[config.mk]
export PLATFORM = sky130hd
export DESIGN_NAME = ex_muldiv_unit
export DESIGN_NICKNAME = d
export VERILOG_FILES = /design/src/rtl/ex_muldiv_unit.sv
export SDC_FILE = /design/constraint.sdc
export NUM_CORES = 1
export LEC_CHECK = 0
export CAP_MARGIN = 20
export CORE_MARGIN = 2
export CORE_UTILIZATION = 55
export CTS_CLUSTER_SIZE = 8
export DETAILED_ROUTE_END_ITERATION = 8
export GPL_TIMING_DRIVEN = 0
export PLACE_DENSITY = 0.9
export SLEW_MARGIN = 20
export SYNTH_ARGS = -nofsm -noshare
export SYNTH_HDL_FRONTEND = slang
export SYNTH_SLANG_ARGS = --single-unit
[constraint.sdc]
create_clock -name clk -period 3.4 [get_ports clk]
set_input_delay 0.68 -clock clk [delete_from_list [all_inputs] [get_ports clk]]
set_output_delay 0.68 -clock clk [all_outputs]
set_load 0.01 [all_outputs]
[src/rtl/ex_muldiv_unit.sv]
// rtl/ex_muldiv_unit.sv - iterative RV32M/RV64M multiply/divide execute unit
//
// Purpose: accepts one M-extension operation over valid/ready, computes it one
// bit per cycle (shift-add multiply, restoring divide), holds the result until
// acknowledged, and can be killed by a pipeline flush.
//
// Ports:
//   clk      clock, rising edge
//   rst      asynchronous active-low reset
//   valid_i  operation request          ready_o  unit can accept (IDLE)
//   op_i     funct3 (MUL..REMU)         rs1_i/rs2_i  operands
//   rd_i     destination tag            flush_i  kill in-flight operation
//   valid_o  result available           ack_i    result consumed
//   res_o    result                     rd_o     tag of result
//   busy_o   CALC or FIX in progress
//
// Optional feature: define MULDIV_FAST_MUL_EN to resolve all multiplies with a
// single-cycle multiplier (IDLE->DONE); the default build iterates them.

module ex_muldiv_unit #(
    parameter int XLEN  = 32,
    parameter int TAG_W = 5,
    parameter int CNT_W = $clog2(XLEN) + 1
) (
    input  logic             clk,
    input  logic             rst,
    input  logic             valid_i,
    output logic             ready_o,
    input  logic [2:0]       op_i,
    input  logic [XLEN-1:0]  rs1_i,
    input  logic [XLEN-1:0]  rs2_i,
    input  logic [TAG_W-1:0] rd_i,
    input  logic             flush_i,
    output logic             valid_o,
    input  logic             ack_i,
    output logic [XLEN-1:0]  res_o,
    output logic [TAG_W-1:0] rd_o,
    output logic             busy_o
);

    localparam logic [2:0] OP_MUL    = 3'd0;
    localparam logic [2:0] OP_MULH   = 3'd1;
    localparam logic [2:0] OP_MULHSU = 3'd2;
    localparam logic [2:0] OP_MULHU  = 3'd3;
    localparam logic [2:0] OP_DIV    = 3'd4;
    localparam logic [2:0] OP_DIVU   = 3'd5;
    localparam logic [2:0] OP_REM    = 3'd6;
    localparam logic [2:0] OP_REMU   = 3'd7;

    localparam logic [XLEN-1:0] MOST_NEG = {1'b1, {(XLEN-1){1'b0}}};

    typedef enum logic [1:0] {
        IDLE = 2'd0,
        CALC = 2'd1,
        FIX  = 2'd2,
        DONE = 2'd3
    } state_t;

    state_t            state;
    logic [CNT_W-1:0]  cnt;
    logic [2:0]        op_q;
    logic [TAG_W-1:0]  rd_q;
    logic [XLEN-1:0]   opnd_q;     // multiplicand (mul) or divisor (div), absolute
    logic [2*XLEN-1:0] acc;        // {high/remainder, low/multiplier/quotient}
    logic              neg_q;      // product or quotient sign
    logic              rem_neg_q;  // remainder sign (follows dividend)
    logic [XLEN-1:0]   res_q;

    // ---------------- operand preparation at accept ----------------
    logic            rs1_signed, rs2_signed, neg1, neg2;
    logic [XLEN-1:0] abs1, abs2;
    logic            is_div, div_zero, div_ovf;
    logic [XLEN-1:0] special_res;

    always_comb begin
        rs1_signed = (op_i == OP_MULH) || (op_i == OP_MULHSU) ||
                     (op_i == OP_DIV)  || (op_i == OP_REM);
        rs2_signed = (op_i == OP_MULH) || (op_i == OP_DIV) || (op_i == OP_REM);
        neg1       = rs1_signed && rs1_i[XLEN-1];
        neg2       = rs2_signed && rs2_i[XLEN-1];
        abs1       = neg1 ? -rs1_i : rs1_i;
        abs2       = neg2 ? -rs2_i : rs2_i;
        is_div     = op_i[2];
        div_zero   = is_div && (rs2_i == '0);
        div_ovf    = ((op_i == OP_DIV) || (op_i == OP_REM)) &&
                     (rs1_i == MOST_NEG) && (rs2_i == '1);
        special_res = '0;
        if (div_zero) begin
            special_res = op_i[1] ? rs1_i : '1;
        end else if (div_ovf) begin
            special_res = op_i[1] ? '0 : MOST_NEG;
        end
    end

`ifdef MULDIV_FAST_MUL_EN
    logic [2*XLEN-1:0] fast_mag, fast_prod;
    logic [XLEN-1:0]   fast_res;

    always_comb begin
        fast_mag  = {{XLEN{1'b0}}, abs1} * {{XLEN{1'b0}}, abs2};
        fast_prod = (neg1 ^ neg2) ? -fast_mag : fast_mag;
        fast_res  = (op_i == OP_MUL) ? fast_prod[XLEN-1:0] : fast_prod[2*XLEN-1:XLEN];
    end
`endif

    // ---------------- one iteration step ----------------
    logic [XLEN:0]     mul_sum;
    logic [XLEN:0]     div_shift, div_diff;
    logic              div_ge;
    logic [2*XLEN-1:0] acc_next;

    always_comb begin
        // Multiply: add multiplicand into the high half when the current
        // multiplier bit is set, then shift the whole accumulator right.
        mul_sum   = {1'b0, acc[2*XLEN-1:XLEN]} + (acc[0] ? {1'b0, opnd_q} : '0);
        // Divide: shift the next dividend bit into the partial remainder and
        // subtract; the borrow bit decides whether to restore.
        div_shift = {acc[2*XLEN-1:XLEN], acc[XLEN-1]};
        div_diff  = div_shift - {1'b0, opnd_q};
        div_ge    = !div_diff[XLEN];
        if (op_q[2]) begin
            acc_next = {(div_ge ? div_diff[XLEN-1:0] : div_shift[XLEN-1:0]),
                        acc[XLEN-2:0], div_ge};
        end else begin
            acc_next = {mul_sum, acc[XLEN-1:1]};
        end
    end

    // ---------------- sign fix-up and result select ----------------
    logic [2*XLEN-1:0] prod;
    logic [XLEN-1:0]   quo, rem, fix_res;

    always_comb begin
        prod = neg_q ? -acc : acc;
        quo  = neg_q ? -acc[XLEN-1:0] : acc[XLEN-1:0];
        rem  = rem_neg_q ? -acc[2*XLEN-1:XLEN] : acc[2*XLEN-1:XLEN];
        case (op_q)
            OP_MUL:                         fix_res = prod[XLEN-1:0];
            OP_MULH, OP_MULHSU, OP_MULHU:   fix_res = prod[2*XLEN-1:XLEN];
            OP_DIV, OP_DIVU:                fix_res = quo;
            default:                        fix_res = rem;
        endcase
    end

    // ---------------- control ----------------
    always_ff @(posedge clk or negedge rst) begin
        if (!rst) begin
            state     <= IDLE;
            cnt       <= '0;
            op_q      <= '0;
            rd_q      <= '0;
            opnd_q    <= '0;
            acc       <= '0;
            neg_q     <= 1'b0;
            rem_neg_q <= 1'b0;
            res_q     <= '0;
        end else if (flush_i) begin
            state <= IDLE;
            cnt   <= '0;
        end else begin
            case (state)
                IDLE: begin
                    if (valid_i) begin
                        op_q      <= op_i;
                        rd_q      <= rd_i;
                        cnt       <= '0;
                        neg_q     <= neg1 ^ neg2;
                        rem_neg_q <= neg1;
                        opnd_q    <= is_div ? abs2 : abs1;
                        acc       <= {{XLEN{1'b0}}, (is_div ? abs1 : abs2)};
                        if (div_zero || div_ovf) begin
                            res_q <= special_res;
                            state <= DONE;
`ifdef MULDIV_FAST_MUL_EN
                        end else if (!is_div) begin
                            res_q <= fast_res;
                            state <= DONE;
`endif
                        end else begin
                            state <= CALC;
                        end
                    end
                end
                CALC: begin
                    acc <= acc_next;
                    cnt <= cnt + CNT_W'(1);
                    if (cnt == CNT_W'(XLEN - 1)) begin
                        state <= FIX;
                    end
                end
                FIX: begin
                    res_q <= fix_res;
                    state <= DONE;
                end
                DONE: begin
                    if (ack_i) begin
                        state <= IDLE;
                    end
                end
                default: state <= IDLE;
            endcase
        end
    end

    assign ready_o = (state == IDLE);
    assign valid_o = (state == DONE);
    assign busy_o  = (state == CALC) || (state == FIX);
    assign res_o   = res_q;
    assign rd_o    = rd_q;

endmodule

==> impl_metrics.py <==
metrics = {
    "detailed_routing": {
        "postRouteAntennaNets": 0,
        "drc_errors": 0,
        "drtIter0Drc": 2631,
        "vias": 17700,
        "wl_per_cell_um": 25.0,
        "routed_wirelength_um": 65200,
        "firstDrtPassIters": 8,
        "viasPerCell": 6.78,
    },
    "global_route": {
        "overflow": 0,
        "grt_start_max_net_pins": 97,
        "antenna_found_initial": 6,
        "grt_usage_pct": 43.3,
        "grt_first_pass_wirelength_um": 95900,
        "grt_pass1_vias": 16200,
    },
    "final_layout": {
        "n_fill_cell": 2267,
        "drive_above_1_share_pct": 17.0,
        "utilization_pct": 69.6,
        "area_growth_pct": 25.3,
        "finalNetCount": 2370,
    },
    "synth": {
        "netlist_instances": 2014,
        "syn_area_per_cell_um2": 7.62,
        "yosys_warnings": 0,
        "async_reset_ff_share_pct": 100,
        "syn_nets": 2168,
        "synth_cell_types": 81,
        "synth_edf_count": 0,
        "ys_ff_latch": 146,
        "synthFlopType": "dfrtp_1",
        "synth_area_mm2": 0.0153,
        "yosysSeqAreaShare_pct": 23.8,
    },
    "clocking": {
        "cts_htree_levels": 4,
        "path_clk_slew_ns": 0.08,
        "clockBufferDepth": 2,
        "tritoncts": "built",
        "cts-buffers-inserted": 17,
        "clock-sinks": 146,
        "insertion_delay_ns": 0.46,
        "cts_hold_buffers": 0,
        "cts-root-buf": "clkbuf_16",
    },
    "die": {
        "die_w_um": 171,
        "initial_core_util_pct": 55.5,
        "core_mm2": 0.0276,
        "rows": 61,
        "die_area_mm2": 0.0293,
        "ioPinCount": 117,
        "die_y_um": 171,
    },
    "sta": {
        "drv_slew": 0,
        "whs_ns": 0.147,
        "setup_violations": 12,
        "rsz0062_at_grt": "true",
        "fin_crit_sh_pct": 105,
        "worst_pin_slew_ns": 0.983,
        "fmaxAchievable_mhz": 281,
        "clock_skew_ns": 0.0225,
        "worst_slack_ns": -0.156,
        "hold_viol": 0,
        "fin_crit_ns": 3.56,
        "max_slew_margin_pct": 34.5,
    },
    "setup_path": {
        "critical_path_required_ns": 3.67,
        "cp_common_cell": "or4_4",
        "crit_path_max_fanout": 8,
        "critPathKind": "reg -> reg",
        "slowest_stage": "or4_4",
        "critPathBufInv": 2,
        "cp-end-kind": "flop",
        "crit_chain": "or4_4 -> or4_4 -> or4_4 -> or3_4 -> buf_8 -> buf_4 -> o21ai_2 -> o21ai_1 -> o21ai_2 -> a41oi_2",
        "cp_top_family": "simple AND/OR/NAND/NOR gates",
        "cp_slowest_stage_delay_ns": 0.54,
        "cp.arrival_ns": 3.83,
        "cp-start-kind": "flop",
    },
    "power": {
        "p_int_mw": 9.61,
        "netSwitchingPower_mw": 11.7,
        "seqPwrFrac_pct": 16.7,
        "power_density_mw_per_mm2": 1110,
        "ir_drop_uv": 643,
        "p_comb_share_pct": 73.8,
        "power.leakage_nw": 7.94,
        "switching_share_pct": 55.0,
        "pwr-share-clk_pct": 9.5,
    },
    "place": {
        "place_ws_ns": -1.37,
        "gp_congestion": 1.00,
        "numPortBuffers": 115,
        "dpl.hpwl_um": 48900,
    },
    "run_status": {
        "outcome": "complete, but fails checks",
        "violations": "setup timing",
    },
    "flow_run": {
        "maxCapViolations": 0,
    },
    "hold_path": {
        "hp-class": "in -> async",
    },
}
## placed cells by master, fill, tap and decap left out, types with 35 or more instances in the layout
| cell type | count |
|---|---|
| a21o_1 | 47 |
| a21oi_1 | 132 |
| buf_4 | 74 |
| clkbuf_1 | 89 |
| clkdlybuf4s50_1 | 86 |
| dfrtp_1 | 131 |
| ha_1 | 56 |
| inv_1 | 62 |
| mux2_2 | 47 |
| mux2i_1 | 42 |
| nand2_1 | 218 |
| nor2_1 | 179 |
| nor3_1 | 35 |
| o21ai_0 | 188 |
| xnor2_1 | 90 |
| xor2_1 | 89 |
## cell usage after synthesis, types with 39 or more instances
cell | n | area (um2)
a21o_1 | 48 | 360
nor2_1 | 182 | 683
ha_1 | 75 | 938
xor2_1 | 92 | 806
dfrtp_1 | 146 | 3650
nand2_1 | 220 | 826
nor3_1 | 39 | 195
mux2_2 | 47 | 529
a21oi_1 | 140 | 701
inv_1 | 68 | 255
o21ai_0 | 209 | 1050
xnor2_1 | 91 | 797
clkbuf_1 | 121 | 454
mux2i_1 | 43 | 430
## flip-flops by register name, summed over array words and instances, names as in the netlist
signal     cells
acc           64
opnd_q        32
res_o         32
cnt            6
rd_o           5
op_q           3
state          2
neg_q          1
rem_neg_q      1
## metal layers
layer	up-vias	share of wire, %	global-route usage (%)
met5	-	0.11	0
met4	4	7.1	23.5
met3	351	12	12.9
met2	1274	42	64.0
met1	8298	38	56.6
li1	7756	-	-
## area by class of cell
type                    instances  area (um2)  share of cell area [%]
diodes                          3        7.51                  0.0390
plain buffers                 124         576                    2.99
clock buffers                  17         425                    2.21
clock inverters                15         206                    1.07
inverters                      68         263                    1.37
multi-input cells            1660       11800                    61.3
flip-flops and latches        146        3670                    19.1
well taps                     378         473                    2.46
repair buffers                199        1820                    9.45
## timing repair
action,in CTS,in global routing
buffers inserted,46,37
pin swaps,53,50
setup endpoints to repair,85,96
resized for setup,163,154
## kinds of logic (layout without fill, tap and decap cells)
logic type	count (synthesis)	in the layout	synth area share, %
XOR/XNOR	183	183	10.4
AO/OA/AOI/OAI	672	672	28.3
buffers and inverters	208	423	5.23
adder cells (fa/ha/maj)	77	77	6.38
other	0	3	0
flip-flops	146	146	23.8
multiplexers	90	90	6.25
AND/OR/NAND/NOR	638	638	19.5
## power groups by stage
stage / combinational [mW] / clock, mW / sequential [mW]
final: 15.7 / 2.02 / 3.57
after global routing: 16.6 / 2.06 / 3.60
after CTS: 14.1 / 2.00 / 3.42
after detailed placement: 13.0 / 0 / 3.46
after global placement: 12.8 / 0 / 3.43
after floorplan: 9.25 / 0 / 3.11
## final timing paths
| check | from | endpoint | slack (ns) | depth (start not counted) |
|---|---|---|---|---|
| max | acc[10]$_DFFE_PN0P_ | res_o[13]$_DFFE_PN0P_ | -0.16 | 10 |
| min | rst | res_o[18]$_DFFE_PN0P_ | 0.15 | 1 |
| max reg2reg | acc[10]$_DFFE_PN0P_ | res_o[13]$_DFFE_PN0P_ | -0.16 | 10 |
| min reg2reg | res_o[4]$_DFFE_PN0P_ | res_o[4]$_DFFE_PN0P_ | 0.48 | 2 |
| max in group asynchronous | rst | opnd_q[17]$_DFFE_PN0P_ | 2.38 | 2 |
| min in group clk | res_o[4]$_DFFE_PN0P_ | res_o[4]$_DFFE_PN0P_ | 0.48 | 2 |
## through the flow
step	TNS (ns)	area, um2	total power, mW	cells
5_1_grt	-1.85	19200	22.3	2608
3_5_place_dp	-90.49	17000	16.5	2508
3_3_place_gp	-710.68	17000	16.2	2507
6_report	-0.910	19200	21.3	2610
2_1_floorplan	0	15400	12.4	2014
4_1_cts	-1.23	18500	19.5	2577
Power figures use the tool's default switching activity.
